`src/rtl/lyap_frame_engine_pkg.sv`:
```
// Shared definitions for the Lyapunov frame engine: colour-map mode encodings
// and the Q32.32 bit positions the colour byte is taken from.
package lyap_frame_engine_pkg;

    typedef enum logic [1:0] {
        MODE_GRAY = 2'b00,
        MODE_INV  = 2'b01,
        MODE_SIGN = 2'b10,
        MODE_RSVD = 2'b11
    } cmode_e;

    localparam int QFRAC = 32;
    // Colour byte: four integer bits over four fraction bits of the exponent.
    localparam int CM_LO = QFRAC - 4;
    localparam int CM_HI = QFRAC + 3;

endpackage

```
`src/rtl/lyap_frame_engine_colormap.sv`:
```
// Combinational lambda -> RGB mapping (gray, inverted gray, sign-split).
module lyap_colormap
    import lyap_frame_engine_pkg::*;
#(
    parameter int LW = 64
) (
    input  logic [LW-1:0] i_lambda,
    input  logic [1:0]    i_mode,
    output logic [7:0]    o_r,
    output logic [7:0]    o_g,
    output logic [7:0]    o_b
);

    logic [LW-1:0] w_abs;
    logic [7:0]    w_m;
    logic          w_most_neg;
    logic          w_unused;

    assign w_abs      = -i_lambda;
    assign w_m        = i_lambda[CM_HI:CM_LO];
    assign w_most_neg = (i_lambda == {1'b1, {(LW-1){1'b0}}});
    assign w_unused   = ^{w_abs[LW-1:CM_HI+1], w_abs[CM_LO-1:0]};

    always_comb begin
        o_r = 8'd0;
        o_g = 8'd0;
        o_b = 8'd0;
        case (cmode_e'(i_mode))
            MODE_INV: begin
                o_r = ~w_m;
                o_g = ~w_m;
                o_b = ~w_m;
            end
            MODE_SIGN: begin
                if (!i_lambda[LW-1])
                    o_r = w_m;
                else if (w_most_neg)
                    o_b = 8'hFF;   // |min| is not representable; saturate
                else
                    o_b = w_abs[CM_HI:CM_LO];
            end
            default: begin
                o_r = w_m;
                o_g = w_m;
                o_b = w_m;
            end
        endcase
    end

endmodule

```
`src/rtl/lyap_frame_engine.sv`:
```
// Raster-scan dispatcher for external lambda lanes with in-order retire,
// per-lane result slots and a single registered pixel output stage.
module lyap_frame_engine
    import lyap_frame_engine_pkg::*;
#(
    parameter int             XW     = 8,
    parameter int             YW     = 8,
    parameter int             NLANES = 4,
    parameter int             LW     = 64,
    parameter logic [LW-1:0]  P_STEP = LW'(64'h0000_0000_8000_0000),
    parameter logic [LW-1:0]  P_MAX  = LW'(64'h0000_0004_0000_0000)
) (
    input  logic                 CLK,
    input  logic                 NRST,
    input  logic                 EN,
    input  logic [1:0]           MODE,
    output logic [NLANES-1:0]    LANE_START,
    output logic [XW-1:0]        LANE_X,
    output logic [YW-1:0]        LANE_Y,
    output logic [LW-1:0]        LANE_P,
    input  logic [NLANES-1:0]    LANE_DONE,
    input  logic [NLANES*LW-1:0] LANE_LAMBDA,
    output logic                 OUT_VALID,
    input  logic                 OUT_READY,
    output logic [XW-1:0]        OX,
    output logic [YW-1:0]        OY,
    output logic [7:0]           R,
    output logic [7:0]           G,
    output logic [7:0]           B,
    output logic                 FRAME_END
);

    localparam int             PW    = (NLANES > 1) ? $clog2(NLANES) : 1;
    localparam logic [PW-1:0]  PLAST = PW'(NLANES - 1);

    logic [XW-1:0]              r_x;
    logic [YW-1:0]              r_y;
    logic [LW-1:0]              r_p;
    logic [PW-1:0]              r_dptr;
    logic [PW-1:0]              r_rptr;
    logic [NLANES-1:0]          r_busy;
    logic [NLANES-1:0]          r_svld;
    logic [NLANES-1:0][LW-1:0]  r_slam;
    logic [NLANES-1:0][XW-1:0]  r_sx;
    logic [NLANES-1:0][YW-1:0]  r_sy;

    logic       w_disp;
    logic       w_ret;
    logic       w_frame_last;
    logic [7:0] w_r;
    logic [7:0] w_g;
    logic [7:0] w_b;

    // A lane is reusable only once its previous result has left its slot.
    assign w_disp       = NRST & EN & ~r_busy[r_dptr] & ~r_svld[r_dptr];
    assign w_ret        = r_svld[r_rptr] & (~OUT_VALID | OUT_READY);
    assign w_frame_last = (&r_x) && (&r_y);

    assign LANE_START = w_disp ? (NLANES'(1) << r_dptr) : '0;
    assign LANE_X     = r_x;
    assign LANE_Y     = r_y;
    assign LANE_P     = r_p;

    lyap_colormap #(.LW(LW)) u_cmap (
        .i_lambda (r_slam[r_rptr]),
        .i_mode   (MODE),
        .o_r      (w_r),
        .o_g      (w_g),
        .o_b      (w_b)
    );

    always_ff @(posedge CLK) begin
        if (!NRST) begin
            r_x       <= '0;
            r_y       <= '0;
            r_p       <= '0;
            r_dptr    <= '0;
            r_rptr    <= '0;
            r_busy    <= '0;
            r_svld    <= '0;
            OUT_VALID <= 1'b0;
            FRAME_END <= 1'b0;
            OX        <= '0;
            OY        <= '0;
            R         <= '0;
            G         <= '0;
            B         <= '0;
        end else begin
            if (w_disp) begin
                r_sx[r_dptr] <= r_x;
                r_sy[r_dptr] <= r_y;
                r_dptr       <= (r_dptr == PLAST) ? '0 : r_dptr + 1'b1;
                r_x          <= r_x + 1'b1;
                if (&r_x)
                    r_y <= r_y + 1'b1;
                if (w_frame_last)
                    r_p <= (r_p >= P_MAX) ? '0 : r_p + P_STEP;
            end

            for (int i = 0; i < NLANES; i++) begin
                if (w_disp && r_dptr == PW'(i)) begin
                    r_busy[i] <= 1'b1;
                end else if (LANE_DONE[i] && r_busy[i]) begin
                    r_busy[i] <= 1'b0;
                    r_svld[i] <= 1'b1;
                    r_slam[i] <= LANE_LAMBDA[i*LW +: LW];
                end
                if (w_ret && r_rptr == PW'(i))
                    r_svld[i] <= 1'b0;
            end

            if (w_ret) begin
                OUT_VALID <= 1'b1;
                OX        <= r_sx[r_rptr];
                OY        <= r_sy[r_rptr];
                R         <= w_r;
                G         <= w_g;
                B         <= w_b;
                FRAME_END <= (&r_sx[r_rptr]) && (&r_sy[r_rptr]);
                r_rptr    <= (r_rptr == PLAST) ? '0 : r_rptr + 1'b1;
            end else if (OUT_READY) begin
                OUT_VALID <= 1'b0;
            end
        end
    end

endmodule

```
`config.mk`:
```
export PLATFORM = sky130hd
export DESIGN_NAME = lyap_frame_engine
export DESIGN_NICKNAME = d
export VERILOG_FILES = /design/src/rtl/lyap_frame_engine_pkg.sv /design/src/rtl/lyap_frame_engine_colormap.sv /design/src/rtl/lyap_frame_engine.sv
export SDC_FILE = /design/constraint.sdc
export NUM_CORES = 1
export LEC_CHECK = 0
export CORE_MARGIN = 2
export CORE_UTILIZATION = 50
export DETAILED_ROUTE_END_ITERATION = 16
export GPL_ROUTABILITY_DRIVEN = 0
export PLACE_DENSITY = 0.8
export SETUP_SLACK_MARGIN = 0.1
export SYNTH_ARGS = -nofsm -noshare
export SYNTH_HDL_FRONTEND = slang
export SYNTH_HIERARCHICAL = 1
export SYNTH_SLANG_ARGS = --single-unit
```
`constraint.sdc`:
```
create_clock -name CLK -period 9.45 [get_ports CLK]
set_clock_uncertainty 0.15 [all_clocks]
set_input_delay 0.945 -clock CLK [delete_from_list [all_inputs] [get_ports CLK]]
set_output_delay 0.945 -clock CLK [all_outputs]
set_load 0.03 [all_outputs]
```
==> reports/metrics.yaml, run 1 <==
status:
  outcome: "finished, final reports clean"
sta:
  tns_ns: 0
  slew_headroom: 0.209
  worst_pin_slew_ns: 1.18
  post-route-min-period_ns: 5.46
  setup_viol: 0
  rsz0062_at_grt: "no"
  timing.fmax_ghz: 0.183
  period_share: 0.578
  slew_violations: 0
  hold_viol: 0
  timing.hold.ws_ns: 0.306
place:
  dp_hpwl_um: 29300
  dp.cells: 1824
  io_buffers: 360
global_routing:
  grtUsageMet1: 0.321
  grtUsageMet3: 0.0442
  grt-ovfl-total: 0
  grt_pass1_wl_um: 65000
  grt_max_degree: 67
  top_usage_layer: "met2"
  grt.met2_usage: 0.412
  grt_util_all_layers: 0.245
  antenna_found_initial: 13
  grt_pass1_vias: 10800
synth:
  synth-simple-area-share: 0.0950
  synth_top_area_cell: "edfxtp_1"
  ys_top_cells_by_count: "edfxtp_1 (320), nand2_1 (118), dfxtp_1 (103)"
  synth_cell_types: 58
  ys_seq_area_frac: 0.702
  yosysMostFrequentCell: "edfxtp_1"
  synthXorXnorAreaFrac: 0.00474
  netlist_area_um2: 16600
  synth-main-ff-cell: "edfxtp_1"
  synth_top_family_by_area: "multiplexers"
  yosysTopAreaCellShare: 0.578
  synth_compound_area_frac: 0.0450
  avgSynthCellArea_um2: 15.7
  async_reset_ff_frac: 0
  synth_seq_cells: 423
  synthTopCellsByArea: "edfxtp_1 (58%), dfxtp_1 (12%), mux4_2 (11%)"
  synth-edff-count: 320
  synth.mux.area_fraction: 0.113
  synthAdderAreaFrac: 0.00978
  postSynthCellCount: 1061
  yosysWarnings: 6
power_and_ir_drop:
  powerDensity_nw_per_um2: 182
  vdd_drop_max_mv: 0.164
  p_leak_nw: 7.18
die:
  core_area_um2: 32600
  die_w_um: 186
  start_util: 0.510
  die_h_um: 186
  floorplan.die_area_um2: 34700
  io-pin-count: 392
  rows: 66
final_layout:
  instances_no_fill: 1914
  area_growth_pct: 32.3
  fillCellCount: 2190
  nets: 1706
  seq_area_um2: 11700
  multi_input_area_um2: 4600
  drive_gt1_frac: 0.125
setup_path:
  reg2reg_depth: 10
  reg2reg_from: "r_rptr[0]"
  worstSetupPathType: "in2out"
  critPathLaunchType: "primary input"
  worstPathArrival_ns: 4.36
  worstPathMaxFanout: 66
  crit_start: "NRST"
  cp.required_ns: 8.36
  end_kind: "output port"
clock_network:
  post_cts_buffers: 0
  cts_tree: "built"
  post_cts_resized: 0
  h-tree-depth: 2
  worstSkewPairLatency_ns: 0.54
  cts_num_sinks: 423
  numCtsBuffers: 43
  cts_hold_buf: 0
  cts.reportedPaths.clkPinSlew_ns: 0.06
  clk_path_buf_depth: 3
  cts_root_buf: "clkbuf_16"
detailed_routing:
  drt_first_iter_violations: 788
  drt-vias-per-instance: 5.53
  first_pass_iters: 5
  ant_nets: 0
  wl_per_cell_um: 22.4
  wl_um: 43000
  vias: 10600
  drc: 0
hold_path:
  hp-class: "reg2reg"
  hold_depth: 2
  hp-start: "OY[4]"
run:
  max-cap-violations: 0
[final timing paths]
kind,end,slack [ns]
max,LANE_START[2],3.99
min,OY[4],0.31
max reg2reg,B[7],4.66
min reg2reg,OY[4],0.31
[metal layers]
layer	routed length (µm)	vias to the layer above
met3	2940	80
met2	21700	465
met1	17000	5235
li1	-	4798
met5	0	-
met4	1410	0
[cells in the final DEF, fill, tap and decap left out, drive strengths merged, types with 5 or more instances in the layout]
cell	n
a31oi	14
clkinv	18
diode	13
edfxtp	320
xnor2	9
clkbuf	51
nor2	55
a21oi	67
and2	11
buf	13
nand4	16
nand2	118
nor2b	6
nand3	9
dfxtp	103
nor4	31
o21a	5
bufinv	5
and3	18
mux4	81
o31ai	7
ha	13
nor3	12
conb	31
and4	6
or3	7
inv	18
mux2i	6
o21ai	13
clkdlybuf4s50	360
[flip-flops by register name, summed over array words and instances (netlist names)]
register and cells:
r_slam 256, LANE_P 33, r_sx 32, r_sy 32, B 8, G 8
LANE_X 8, LANE_Y 8, OX 8, OY 8, R 8, r_busy 4
r_svld 4, r_dptr 2, r_rptr 2, FRAME_END 1, OUT_VALID 1
[worst max-delay path, stage by stage]
cell and delay, ns:
clkdlybuf4s50_1 0.45, buf_4 0.27, inv_2 0.49, a31o_2 0.45
nor2_1 0.70, and2_1 0.30, clkdlybuf4s50_1 0.73
[power breakdown]
group	internal (mW)	leakage, nW	switching (mW)
sequential	2.02	3.71	0.0155
combinational	0.155	2.78	0.126
clock	0.987	0.691	0.702
total	3.16	7.18	0.843
[per-stage QoR]
step,cell area (µm²),setup slack [ns],util,power [mW]
3_3_place_gp,20600,4.07,0.631,2.35
6_report,22000,3.99,0.675,4.00
3_5_place_dp,20600,4.01,0.631,2.35
2_1_floorplan,16700,2.45,-,2.21
4_1_cts,22000,3.99,0.674,4.03
5_1_grt,22000,3.73,0.675,4.13
[cells by family after synthesis]
group                    count (synthesis)
adder cells (fa/ha/maj)                 13
other                                    1
buffers and inverters                   97
AO/OA/AOI/OAI                          125
flip-flops                             423
AND/OR/NAND/NOR                        306
XOR/XNOR                                 9
multiplexers                            87
[cell type report]
| type | count | share of cell area |
|---|---|---|
| Clock inverter | 26 | 0.0127 |
| Timing Repair Buffer | 373 | 0.168 |
| Antenna cell | 13 | 0.00148 |
| Multi-Input combinational cell | 571 | 0.209 |
| Tap cell | 442 | 0.0251 |
| Sequential cell | 423 | 0.531 |
| Inverter | 15 | 0.00256 |
| Clock buffer | 51 | 0.0507 |
Power figures use the tool's default switching activity.
==> run 2: changes to the inputs <==
CORE_UTILIZATION = 45   (was 50)
PLACE_DENSITY = 0.76   (was 0.8)
clock period = 4.7 ns   (was 9.45 ns; I/O delays follow)
==> run 2 against run 1 <==
  * Non-clock buffer count rose by 6
  * Via count about the same
  * Critical path depth grew 2
  * Cell area increased by 0.56%
  * Register-to-register slack lost 3.8 ns
  * First-iteration DRC count decreased by 14%
  * Flip-flop and latch count unchanged
  * Sequential power is 100% higher
  * Worst hold slack got worse by 0.0043 ns
  * Global-route usage down 2.1 points
  * Die area grew 11%
  * Critical path type is now reg2reg
  * Critical endpoint is now B[3]
==> reports/metrics.yaml, run 2 (synthesis results as in run 1) <==
status:
  outcome: "finished, final reports clean"
clock_network:
  cts.reportedPaths.clkPinSlew_ns: 0.06
  post_cts_resized: 0
  cts_root_buf: "clkbuf_16"
  post_cts_buffers: 0
  cts_hold_buf: 0
  worstSkewPairLatency_ns: 0.56
  cts_num_sinks: 423
  h-tree-depth: 2
  cts_tree: "built"
  clk_path_buf_depth: 3
  numCtsBuffers: 43
final_layout:
  nets: 1712
  layout_commonest_cell: "clkdlybuf4s50_1"
  top_register: "r_slam"
  layout_common_cells: "clkdlybuf4s50_1 (356), edfxtp_1 (320), nand2_1 (118)"
  drive_gt1_frac: 0.133
  final_area_um2: 22100
  largest_reg_flops: 256
  fin_util: 0.606
  area_growth_pct: 33.1
  instances_no_fill: 1941
run:
  max-cap-violations: 0
die:
  die_h_um: 196
  core_area_um2: 36500
  io-pin-count: 392
  rows: 70
  die_w_um: 196
  start_util: 0.455
  floorplan.die_area_um2: 38500
power_and_ir_drop:
  p_leak_nw: 7.23
  vdd_drop_max_mv: 0.382
  powerDensity_nw_per_um2: 364
setup_path:
  critPathLaunchType: "flop"
  worstSetupPathType: "reg2reg"
  worstPathArrival_ns: 4.14
  crit_end: "B[3]"
  cp.required_ns: 5.03
  reg2reg_depth: 9
  worstPathMaxFanout: 25
  end_kind: "flop"
  reg2reg_from: "r_rptr[0]"
  timing.rr.end: "B[3]"
  r2r_setup_slack_ns: 0.89
  crit_start: "r_rptr[0]"
sta:
  period_share: 0.810
  slew_violations: 0
  setup_viol: 0
  timing.fmax_ghz: 0.263
  rsz0062_at_grt: "no"
  tns_ns: 0
  timing.hold.ws_ns: 0.302
  hold_viol: 0
  worst_pin_slew_ns: 1.12
  post-route-min-period_ns: 3.81
  slew_headroom: 0.252
hold_path:
  hp-start: "R[6]"
  hp-class: "reg2reg"
global_routing:
  grt_pass1_vias: 10800
  grt_util_all_layers: 0.224
  antenna_found_initial: 7
  grt-ovfl-total: 0
  grt_max_degree: 65
  grt_pass1_wl_um: 64700
place:
  dp_hpwl_um: 30000
  io_buffers: 360
  dp.cells: 1856
  dpl_cell_area_um2: 20700
detailed_routing:
  drt_first_iter_violations: 681
  drc: 0
  ant_nets: 0
  first_pass_iters: 5
  vias: 10600
  wl_um: 43000
  wl_per_cell_um: 22.2
  drt-vias-per-instance: 5.45
run 2: critical path, cell delays in order, from the launching register on:
cell     delay, ns
dfxtp_4       0.69
buf_4         0.35
mux4_2        0.67
nor4_1        0.54
nand4_1       0.20
nor2_1        0.51
nor3_1        0.15
o31ai_1       0.26
nand2_1       0.08
a21oi_1       0.12
run 2: worst min-delay path by stage:
| stage | end | cells past startpoint | slack (ns) |
|---|---|---|---|
| 2_1_floorplan | r_svld[2] | 1 | 0.33 |
| 5_1_grt | r_slam[0] | 1 | 0.29 |
| 3_5_place_dp | OX[1] | 2 | 0.30 |
| 4_1_cts | r_slam[94] | 1 | 0.29 |
| 6_report | R[6] | 2 | 0.30 |
| 3_3_place_gp | R[4] | 2 | 0.30 |
run 2: cell type report:
cell class                      count  area [µm²]
Fill cell                        2737       14400
Sequential cell                   423       11700
Multi-Input combinational cell    571        4620
Timing Repair Buffer              379        3790
Clock buffer                       58        1180
Tap cell                          468         586
Clock inverter                     20         208
Inverter                           15        56.3
Antenna cell                        7        17.5
run 2: per-stage QoR:
step / setup slack, ns / power [mW]
after detailed placement: 0.933 / 4.75
after global routing: 0.692 / 8.30
after floorplan: 0.770 / 4.44
final: 0.892 / 8.06
after CTS: 0.902 / 8.12
after global placement: 0.917 / 4.74
run 2: power breakdown:
part / internal [mW] / switching (mW)
clock network: 1.99 / 1.40
registers: 4.06 / 0.0302
logic: 0.318 / 0.258
total: 6.37 / 1.69
run 2: per-layer routing:
metal | GRT usage | routed length, µm | up-vias
met5 | 0 | 0 | -
met2 | 0.377 | 21600 | 408
met1 | 0.290 | 17500 | 5312
met4 | 0.0699 | 1010 | 0
li1 | - | - | 4799
met3 | 0.0524 | 2940 | 68
==> run 3: changes to the inputs <==
CORE_UTILIZATION = 50   (was 45)
PLACE_DENSITY = 0.8   (was 0.76)
clock period = 3.6 ns   (was 4.7 ns; I/O delays follow)
==> run 3 against run 2 <==
  * Worst hold slack got worse by 0.095 ns
  * Combinational power rose by 36%
  * Sequential power rose by 31%
  * Register-to-register slack got worse by 0.62 ns
  * Non-clock buffer count rose by 9
  * Via count rose by 2.0%
  * Highest routed layer unchanged
==> reports/metrics.yaml, run 3 (synthesis results as in run 1) <==
setup_path:
  r2r_setup_slack_ns: 0.27
  path_buf_inv: 1
  cp.required_ns: 3.83
  worstPathCellList: "buf_4 > mux4_2 > nor4_2 > nand4_2 > nor2_2 > or4b_1 > a31o_1 > nand2_1 > a21oi_1"
  critPathMaxStageDelay_ns: 0.54
  worstPathArrival_ns: 3.56
  critPathLaunchType: "flop"
  cp_top_family: "simple AND/OR/NAND/NOR gates"
  cp_slowest_cell: "mux4_2"
  worstPathMaxFanout: 12
  end_kind: "flop"
  worstSetupPathType: "reg2reg"
clock_network:
  numCtsBuffers: 44
  h-tree-depth: 2
  cts_hold_buf: 0
  clk_path_buf_depth: 3
  cts.reportedPaths.clkPinSlew_ns: 0.06
  cts_tree: "built"
  cts_root_buf: "clkbuf_16"
  worstSkewPairLatency_ns: 0.55
  cts_num_sinks: 423
  post_cts_buffers: 0
global_routing:
  grt-ovfl-total: 0
  grt_pass1_vias: 11000
  grt_max_degree: 66
  grt_pass1_wl_um: 65900
  antenna_found_initial: 15
  grt_util_all_layers: 0.251
sta:
  hold_viol: 0
  rsz0062_at_grt: "no"
  slew_headroom: 0.409
  timing.fmax_ghz: 0.300
  post-route-min-period_ns: 3.33
  period_share: 0.925
  setup_viol: 0
  slew_violations: 0
  tns_ns: 0
  worst_pin_slew_ns: 0.874
power_and_ir_drop:
  p_leak_nw: 7.33
  powerDensity_nw_per_um2: 477
  vdd_drop_max_mv: 0.362
place:
  dpl_cell_area_um2: 20800
  dp_hpwl_um: 30500
  io_buffers: 360
status:
  outcome: "finished, final reports clean"
run:
  max-cap-violations: 0
detailed_routing:
  wl_um: 43800
  drc: 0
  wl_per_cell_um: 22.6
  first_pass_iters: 5
  drt_first_iter_violations: 937
  vias: 10800
  ant_nets: 0
  drt-vias-per-instance: 5.57
final_layout:
  top_register: "r_slam"
  multi_input_area_um2: 4640
  layout_commonest_cell: "clkdlybuf4s50_1"
  layout_common_cells: "clkdlybuf4s50_1 (356), edfxtp_1 (320), nand2_1 (118)"
  nets: 1722
  drive_gt1_frac: 0.143
  fillCellCount: 2199
  area_growth_pct: 34.4
  largest_reg_flops: 256
  seq_area_um2: 11700
  final_area_um2: 22400
die:
  rows: 66
  die_w_um: 186
  core_area_um2: 32600
  die_h_um: 186
  floorplan.die_area_um2: 34700
  io-pin-count: 392
  start_util: 0.510
hold_path:
  hp-class: "in2reg"
## run 3: power breakdown
group | switching (mW) | internal [mW] | leakage (nW)
Clock | 1.86 | 2.69 | 0.716
Sequential | 0.0338 | 5.30 | 3.71
Combinational | 0.358 | 0.424 | 2.89
Total | 2.25 | 8.42 | 7.33
## run 3: cell type report
cell class              instances  area share
flip-flops and latches        423       0.523
multi-input cells             571       0.208
repair buffers                388       0.175
clock buffers                  52      0.0525
well taps                     442      0.0247
clock inverters                29      0.0126
inverters                      15     0.00252
diodes                         19     0.00213
## run 3: path summary, 6_finish.rpt
path | to | depth (start not counted) | from
setup / recovery | B[7] | 9 | r_rptr[0]
hold / removal | r_slam[160] | 1 | LANE_LAMBDA[160]
setup reg to reg | B[7] | 9 | r_rptr[0]
hold reg to reg | FRAME_END | 2 | FRAME_END
## run 3: per-layer routing
layer / global-route usage / vias up / part of all wire
met4: 0.114 / 0 / 0.040
met1: 0.327 / 5342 / 0.39
met5: 0 / - / 0
met3: 0.0512 / 100 / 0.077
met2: 0.409 / 527 / 0.49
li1: - / 4835 / -
## run 3: what timing repair did
item,CTS,global route
gates resized for setup,0,3
endpoints found under the setup margin,0,3
hold endpoints to repair,0,0
## run 3: stage by stage
| step | power [mW] | setup slack, ns | utilization | std cells | hold slack, ns |
|---|---|---|---|---|---|
| after floorplan | 5.80 | 0.0591 | - | 1091 | 0.309 |
| after global placement | 6.20 | 0.331 | 0.639 | 1839 | 0.294 |
| after detailed placement | 6.21 | 0.319 | 0.639 | 1839 | 0.298 |
| after CTS | 10.8 | 0.285 | 0.683 | 1920 | 0.180 |
| after global routing | 11.0 | 0.116 | 0.685 | 1935 | 0.191 |
| final | 10.7 | 0.271 | 0.685 | 1939 | 0.207 |
